--- config.mk ---
export PLATFORM = sky130hd
export DESIGN_NAME = hazard_control_unit_flat
export DESIGN_NICKNAME = d
export VERILOG_FILES = /design/src/rtl/hazard_control_unit_if.sv /design/src/rtl/hazard_control_unit.sv /design/src/flat_wrapper.sv
export SDC_FILE = /design/constraint.sdc
export NUM_CORES = 1
export LEC_CHECK = 0
export BUFFER_PORTS_ARGS = -buffer_cell sky130_fd_sc_hd__buf_2
export CAP_MARGIN = 20
export CORE_MARGIN = 4
export CORE_UTILIZATION = 45
export CTS_CLUSTER_SIZE = 14
export DETAILED_ROUTE_END_ITERATION = 16
export PLACE_DENSITY_LB_ADDON = 0.15
export SKIP_CTS_REPAIR_TIMING = 1
export SLEW_MARGIN = 20
export SYNTH_ARGS = -nofsm -noshare
export SYNTH_HDL_FRONTEND = slang
export SYNTH_SLANG_ARGS = --single-unit
--- constraint.sdc ---
create_clock -name clk -period 7.59 [get_ports clk]
set_input_delay 1.1385 -clock clk [delete_from_list [all_inputs] [get_ports clk]]
set_output_delay 1.1385 -clock clk [all_outputs]
set_load 0.02 [all_outputs]
--- src/rtl/hazard_control_unit_if.sv ---
// Hazard controller bundle: pipeline fields in, stall/flush/forward and event counters out.
//   master : pipeline side (drives the decode/execute/memory/writeback fields)
//   slave  : hazard_control_unit (drives stall, flush, forwarding and counters)
interface hazard_control_unit_if #(
  parameter int unsigned CNT_W = 32
);
  localparam int unsigned REG_W = 5;

  logic [REG_W-1:0] Rs1D;
  logic [REG_W-1:0] Rs2D;
  logic             UsesRs1D;
  logic             UsesRs2D;
  logic [REG_W-1:0] Rs1E;
  logic [REG_W-1:0] Rs2E;
  logic [REG_W-1:0] RdE;
  logic             MemReadE;
  logic             BranchE;
  logic             JumpE;
  logic             MuxjalrE;
  logic             BranchTakenE;
  logic [REG_W-1:0] RdM;
  logic             RegWriteM;
  logic [REG_W-1:0] RdW;
  logic             RegWriteW;

  logic             StallF;
  logic             StallD;
  logic             FlushD;
  logic             FlushE;
  logic [1:0]       ForwardAE;
  logic [1:0]       ForwardBE;
  logic [CNT_W-1:0] StallCount;
  logic [CNT_W-1:0] FlushCount;

  modport master (
    output Rs1D, Rs2D, UsesRs1D, UsesRs2D, Rs1E, Rs2E, RdE,
    output MemReadE, BranchE, JumpE, MuxjalrE, BranchTakenE,
    output RdM, RegWriteM, RdW, RegWriteW,
    input  StallF, StallD, FlushD, FlushE, ForwardAE, ForwardBE,
    input  StallCount, FlushCount
  );

  modport slave (
    input  Rs1D, Rs2D, UsesRs1D, UsesRs2D, Rs1E, Rs2E, RdE,
    input  MemReadE, BranchE, JumpE, MuxjalrE, BranchTakenE,
    input  RdM, RegWriteM, RdW, RegWriteW,
    output StallF, StallD, FlushD, FlushE, ForwardAE, ForwardBE,
    output StallCount, FlushCount
  );
endinterface

--- src/rtl/hazard_control_unit.sv ---
// Pipeline hazard controller for the five-stage RV32I core.
// Detects load-use hazards (multi-cycle interlock via a RUN/LOAD_STALL FSM),
// flushes on branch/jump redirects, selects execute-stage operand forwarding
// and keeps saturating stall/flush event counters.
// Ports:
//   clk   : rising-edge clock
//   reset : asynchronous active-high reset
//   hz    : hazard bundle (slave side) -- pipeline fields in, controls out
// Stall/flush/forward outputs are combinational; counters are registered.
module hazard_control_unit #(
  parameter int unsigned LOAD_STALL_CYCLES = 1,
  parameter int unsigned CNT_W             = 32
) (
  input  logic                  clk,
  input  logic                  reset,
  hazard_control_unit_if.slave  hz
);
  localparam int unsigned   REG_W    = 5;
  localparam logic [1:0]    CNT_INIT = 2'(LOAD_STALL_CYCLES - 1);
  localparam logic [CNT_W-1:0] CNT_MAX = '1;

  typedef enum logic {
    RUN,
    LOAD_STALL
  } state_e;

  state_e           state_q, state_d;
  logic [1:0]       cnt_q, cnt_d;
  logic [CNT_W-1:0] stall_count_q, stall_count_d;
  logic [CNT_W-1:0] flush_count_q, flush_count_d;

  logic load_use_c;
  logic redirect_c;
  logic stall_c;
  logic flush_d_c;
  logic flush_e_c;

  // Forward select: memory stage wins over writeback; x0 is never forwarded.
  function automatic logic [1:0] fwd_sel(
    input logic [REG_W-1:0] rs,
    input logic [REG_W-1:0] rd_m,
    input logic             wr_m,
    input logic [REG_W-1:0] rd_w,
    input logic             wr_w
  );
    if (wr_m && (rd_m != '0) && (rd_m == rs)) begin
      return 2'b10;
    end else if (wr_w && (rd_w != '0) && (rd_w == rs)) begin
      return 2'b01;
    end
    return 2'b00;
  endfunction

  // Hazard detection on the current decode/execute contents.
  always_comb begin
    load_use_c = hz.MemReadE && (hz.RdE != '0) &&
                 ((hz.UsesRs1D && (hz.Rs1D == hz.RdE)) ||
                  (hz.UsesRs2D && (hz.Rs2D == hz.RdE)));
    redirect_c = (hz.BranchE && hz.BranchTakenE) || hz.JumpE || hz.MuxjalrE;
  end

  // Next-state and control outputs.
  always_comb begin
    state_d   = state_q;
    cnt_d     = cnt_q;
    stall_c   = 1'b0;
    flush_d_c = 1'b0;
    flush_e_c = 1'b0;

    case (state_q)
      RUN: begin
        // A redirect means the execute slot is a branch/jump, so it cannot
        // also be a load; if both show up the redirect is honoured alone.
        if (redirect_c) begin
          flush_d_c = 1'b1;
          flush_e_c = 1'b1;
        end else if (load_use_c) begin
          stall_c   = 1'b1;
          flush_e_c = 1'b1;
          if (LOAD_STALL_CYCLES > 1) begin
            state_d = LOAD_STALL;
            cnt_d   = CNT_INIT;
          end
        end
      end
      LOAD_STALL: begin
        // Execute holds a bubble here, so hazard inputs are not looked at.
        stall_c   = 1'b1;
        flush_e_c = 1'b1;
        cnt_d     = cnt_q - 2'd1;
        if (cnt_q == 2'd1) begin
          state_d = RUN;
        end
      end
      default: begin
        state_d = RUN;
        cnt_d   = 2'd0;
      end
    endcase

    // Controls are held low for the whole reset window.
    if (reset) begin
      stall_c   = 1'b0;
      flush_d_c = 1'b0;
      flush_e_c = 1'b0;
    end
  end

  // Saturating event counters.
  always_comb begin
    stall_count_d = stall_count_q;
    flush_count_d = flush_count_q;
    if (stall_c && (stall_count_q != CNT_MAX)) begin
      stall_count_d = stall_count_q + CNT_W'(1);
    end
    if (flush_d_c && (flush_count_q != CNT_MAX)) begin
      flush_count_d = flush_count_q + CNT_W'(1);
    end
  end

  // State and counter registers.
  always_ff @(posedge clk or posedge reset) begin
    if (reset) begin
      state_q       <= RUN;
      cnt_q         <= 2'd0;
      stall_count_q <= '0;
      flush_count_q <= '0;
    end else begin
      state_q       <= state_d;
      cnt_q         <= cnt_d;
      stall_count_q <= stall_count_d;
      flush_count_q <= flush_count_d;
    end
  end

  assign hz.StallF     = stall_c;
  assign hz.StallD     = stall_c;
  assign hz.FlushD     = flush_d_c;
  assign hz.FlushE     = flush_e_c;
  assign hz.ForwardAE  = fwd_sel(hz.Rs1E, hz.RdM, hz.RegWriteM, hz.RdW, hz.RegWriteW);
  assign hz.ForwardBE  = fwd_sel(hz.Rs2E, hz.RdM, hz.RegWriteM, hz.RdW, hz.RegWriteW);
  assign hz.StallCount = stall_count_q;
  assign hz.FlushCount = flush_count_q;
endmodule
--- src/flat_wrapper.sv ---
// flat-port wrapper written by rule: the top's interface ports become plain ports
module hazard_control_unit_flat 
#(
  parameter int unsigned LOAD_STALL_CYCLES = 1,
  parameter int unsigned CNT_W             = 32
)
  (clk, reset, hz_Rs1D, hz_Rs2D, hz_UsesRs1D, hz_UsesRs2D, hz_Rs1E, hz_Rs2E, hz_RdE, hz_MemReadE, hz_BranchE, hz_JumpE, hz_MuxjalrE, hz_BranchTakenE, hz_RdM, hz_RegWriteM, hz_RdW, hz_RegWriteW, hz_StallF, hz_StallD, hz_FlushD, hz_FlushE, hz_ForwardAE, hz_ForwardBE, hz_StallCount, hz_FlushCount);
  hazard_control_unit_if #(.CNT_W(CNT_W)) hz_i ();
  input  logic clk;
  input  logic reset;
  input wire logic [$bits(hz_i.Rs1D)-1:0] hz_Rs1D;
  input wire logic [$bits(hz_i.Rs2D)-1:0] hz_Rs2D;
  input wire logic [$bits(hz_i.UsesRs1D)-1:0] hz_UsesRs1D;
  input wire logic [$bits(hz_i.UsesRs2D)-1:0] hz_UsesRs2D;
  input wire logic [$bits(hz_i.Rs1E)-1:0] hz_Rs1E;
  input wire logic [$bits(hz_i.Rs2E)-1:0] hz_Rs2E;
  input wire logic [$bits(hz_i.RdE)-1:0] hz_RdE;
  input wire logic [$bits(hz_i.MemReadE)-1:0] hz_MemReadE;
  input wire logic [$bits(hz_i.BranchE)-1:0] hz_BranchE;
  input wire logic [$bits(hz_i.JumpE)-1:0] hz_JumpE;
  input wire logic [$bits(hz_i.MuxjalrE)-1:0] hz_MuxjalrE;
  input wire logic [$bits(hz_i.BranchTakenE)-1:0] hz_BranchTakenE;
  input wire logic [$bits(hz_i.RdM)-1:0] hz_RdM;
  input wire logic [$bits(hz_i.RegWriteM)-1:0] hz_RegWriteM;
  input wire logic [$bits(hz_i.RdW)-1:0] hz_RdW;
  input wire logic [$bits(hz_i.RegWriteW)-1:0] hz_RegWriteW;
  output wire logic [$bits(hz_i.StallF)-1:0] hz_StallF;
  output wire logic [$bits(hz_i.StallD)-1:0] hz_StallD;
  output wire logic [$bits(hz_i.FlushD)-1:0] hz_FlushD;
  output wire logic [$bits(hz_i.FlushE)-1:0] hz_FlushE;
  output wire logic [$bits(hz_i.ForwardAE)-1:0] hz_ForwardAE;
  output wire logic [$bits(hz_i.ForwardBE)-1:0] hz_ForwardBE;
  output wire logic [$bits(hz_i.StallCount)-1:0] hz_StallCount;
  output wire logic [$bits(hz_i.FlushCount)-1:0] hz_FlushCount;
  assign hz_i.Rs1D = hz_Rs1D;
  assign hz_i.Rs2D = hz_Rs2D;
  assign hz_i.UsesRs1D = hz_UsesRs1D;
  assign hz_i.UsesRs2D = hz_UsesRs2D;
  assign hz_i.Rs1E = hz_Rs1E;
  assign hz_i.Rs2E = hz_Rs2E;
  assign hz_i.RdE = hz_RdE;
  assign hz_i.MemReadE = hz_MemReadE;
  assign hz_i.BranchE = hz_BranchE;
  assign hz_i.JumpE = hz_JumpE;
  assign hz_i.MuxjalrE = hz_MuxjalrE;
  assign hz_i.BranchTakenE = hz_BranchTakenE;
  assign hz_i.RdM = hz_RdM;
  assign hz_i.RegWriteM = hz_RegWriteM;
  assign hz_i.RdW = hz_RdW;
  assign hz_i.RegWriteW = hz_RegWriteW;
  assign hz_StallF = hz_i.StallF;
  assign hz_StallD = hz_i.StallD;
  assign hz_FlushD = hz_i.FlushD;
  assign hz_FlushE = hz_i.FlushE;
  assign hz_ForwardAE = hz_i.ForwardAE;
  assign hz_ForwardBE = hz_i.ForwardBE;
  assign hz_StallCount = hz_i.StallCount;
  assign hz_FlushCount = hz_i.FlushCount;
  hazard_control_unit #(.LOAD_STALL_CYCLES(LOAD_STALL_CYCLES), .CNT_W(CNT_W)) u_core (.clk(clk), .reset(reset), .hz(hz_i));
endmodule
==> impl_metrics.ini <==
[status]
run_status = finished, final reports clean

[placement]
placement.io_buffers = 117
post-dp-hpwl_um = 6180
gpl.final_weighted_congestion = 0.768

[synth]
cell_type_with_the_highest_aggregate_area_in_the_netlist = dfrtp_1
ys_top_cells_by_area = dfrtp_1, xor2_1, xnor2_1, nand3_1, nand2_1
synth_warnings = 0
dominantRegCellSynth = dfrtp_1
synth.ff_latch_count = 67
synth-async-reset-ratio = 1.00
netlist.area_leader.share = 0.453
synthDistinctLibCells = 44
synthesis.area_um2 = 3700
syn-mean-instance-area_um2 = 10.7
seq_area_frac_synth = 0.453
syn-instance-count = 347
synth_edf_count = 0
postSynthNetCount = 396

[critical_path]
critical_path.max_fanout = 32
timing.reg2reg.setup_slack_ns = 5.16
cp_data_arrival_time_ns = 2.84
critPathCaptureType = primary output
cp-start-kind = input pin
critPathRequiredTime_ns = 6.45
rr_endpoint = u_core.hz.StallCount[1]
r2r_cells = 6
crit-reg2reg-launch = u_core.hz.StallCount[6]
path_class = in -> out

[finish]
fill_cells = 707
ff_latch_area_um2 = 1680
finalNetCount = 517
final_layout_size_suffix_gt1_frac = 0.331
mostFrequentLayoutCell = buf_2
layout.cells.most_common_list = buf_2, dfrtp_1, xor2_1
multi_input_comb_area_um2 = 1940
syn_to_final_growth_pct = 25.0
antenna-diode-count = 0

[global_routing]
number_of_global_route_vias_before_repair = 3029
wire_length_of_the_first_global_routing_pass_um = 13900
number_of_antenna_violations_at_the_first_check_in_global_routing = 0
tot_gr_track_use = 0.174
grt_remaining_overflow = 0
grt_max_degree = 69

[detailed_routing]
drt-wirelength-per-cell_um = 14.2
postRouteWirelength_um = 8130
drt_first_pass_iters = 4
vias = 2993
avgViaCountPerCell = 5.21
drt_iter0_drc = 77
remaining_drcs = 0
postRouteAntennaNets = 0

[floorplan]
initial_utilization = 0.472
row_count = 32
die_area_um2 = 9750
core_area_um2 = 7850
die-width_um = 98.7
dieHeight_um = 98.7
io-pin-count = 118

[timing]
timing.fmax_mhz = 251
post_route_fraction_of_the_period_consumed_by_the_critical_path = 0.524
hold_viol_final = 0
clock-skew-final_ns = 0.00652
tightestPinTransition_ns = 0.855
setup_viol = 0
finalSetupTns_ns = 0
max-slew-margin-rel = 0.430
rsz0062_at_grt = false
fin_crit_ns = 3.98
timing_max_transition_violations_final = 0

[power]
part_of_the_total_power_dissipated_in_combinational_logic = 0.131
power.share.clock = 0.419
p_total_uw = 873
switch_pwr_uw = 216
power_frac_seq = 0.451
power_switching_share = 0.247
cellPowerDensity_nw_per_um2 = 189
p_int_uw = 658
maximum_vdd_drop_mv = 0.135
p_leak_uw = 0.00244

[clock_tree]
cts_root_buffer = clkbuf_8
cts-htree-levels = 3
tritoncts.num_buffers = 9
cts_max_path_buffers = 2
clkLatencyLatePin_ns = 0.34
cts_tree = built
clkTransAtPathRegs_ns = 0.07
clock_sinks = 67

[hold_path]
min_from = u_core.hz.FlushCount[11]
min_delay_worst_endpoint = u_core.hz.FlushCount[11]
class_of_the_most_critical_hold_timing_path = reg -> reg
worstHoldPathCells = 1

[flow_run]
maxCapViolCount = 0
==> through the flow <==
| step | setup WS, ns | util | cells | hold WS (ns) | cell area (um2) |
|---|---|---|---|---|---|
| floorplan | 3.00 | - | 347 | 0.448 | 3700 |
| global placement | 3.68 | 0.558 | 559 | 0.467 | 4380 |
| detailed placement | 3.65 | 0.558 | 559 | 0.468 | 4380 |
| CTS | 3.61 | 0.589 | 574 | 0.489 | 4630 |
| global route | 3.52 | 0.590 | 574 | 0.496 | 4630 |
| finish | 3.61 | 0.590 | 574 | 0.483 | 4630 |
==> cell usage after synthesis, types with 2 or more instances <==
| library cell | number |
|---|---|
| nor4b_1 | 2 |
| or4_1 | 7 |
| dfrtp_1 | 67 |
| nor4_2 | 7 |
| nand4_1 | 10 |
| nor2_1 | 11 |
| and3_1 | 11 |
| nor4_1 | 10 |
| nor3_1 | 12 |
| nor3b_1 | 2 |
| buf_2 | 6 |
| nor3b_2 | 2 |
| xnor2_1 | 42 |
| o21ai_0 | 3 |
| nand2_1 | 28 |
| nand2b_1 | 2 |
| nand4_4 | 2 |
| a21oi_1 | 3 |
| inv_1 | 8 |
| ha_1 | 3 |
| and4_1 | 6 |
| nand3_1 | 30 |
| nor2b_1 | 2 |
| buf_4 | 3 |
| xor2_1 | 49 |
==> registers in the layout, indices dropped and copies added (netlist names) <==
signal                flops
u_core.cnt_q              2
u_core.hz.FlushCount     32
u_core.hz.StallCount     32
u_core.state_q            1
==> how the worst max path moves through the flow <==
stage                     startpoint         to  cells after the start  slack, ns
after floorplan                reset  hz_StallF                      5       3.00
after global placement     hz_RdE[0]  hz_StallD                      8       3.68
after detailed placement   hz_RdE[0]  hz_StallF                      8       3.65
after CTS                  hz_RdE[0]  hz_StallF                      8       3.61
after global routing           reset  hz_StallF                      7       3.52
final                      hz_RdE[0]  hz_StallF                      8       3.61
==> power by group through the flow <==
stage | Sequential (uW) | Clock, uW | Combinational, uW
floorplan | 418 | 0 | 49.6
global placement | 400 | 0 | 114
detailed placement | 400 | 0 | 116
CTS | 394 | 379 | 117
global route | 395 | 395 | 126
finish | 394 | 366 | 114
==> area by class of cell <==
cell class,count,share of cell area
Multi-Input combinational cell,262,0.419
Sequential cell,67,0.362
Timing Repair Buffer,120,0.131
Clock buffer,11,0.0327
Tap cell,102,0.0276
Clock inverter,4,0.0211
Inverter,8,0.00648
==> per-layer routing <==
layer,global-route usage,vias to the layer above,share of wire
li1,-,1467,-
met1,0.212,1439,0.43
met2,0.294,81,0.50
met3,0.0580,6,0.063
met4,0.0504,0,0.0057
met5,0,-,0
==> critical path, cell delays in order <==
cell	delay (ns)
buf_2	0.12
or4_1	0.52
o21ai_1	0.20
nor3_1	0.08
a22oi_2	0.14
buf_4	0.36
inv_1	0.10
buf_2	0.17
==> cells by family (layout without fill, tap and decap cells) <==
| logic type | Yosys count | in the layout | synth area share |
|---|---|---|---|
| simple gates | 154 | 154 | 0.270 |
| xor+xnor | 91 | 91 | 0.215 |
| flops | 67 | 67 | 0.453 |
| buf+inv | 18 | 143 | 0.0253 |
| compound gates | 12 | 12 | 0.0206 |
| fa+ha+maj | 3 | 3 | 0.0101 |
| mux | 2 | 2 | 0.00608 |
Note: power is estimated with default switching activity, not from simulation.
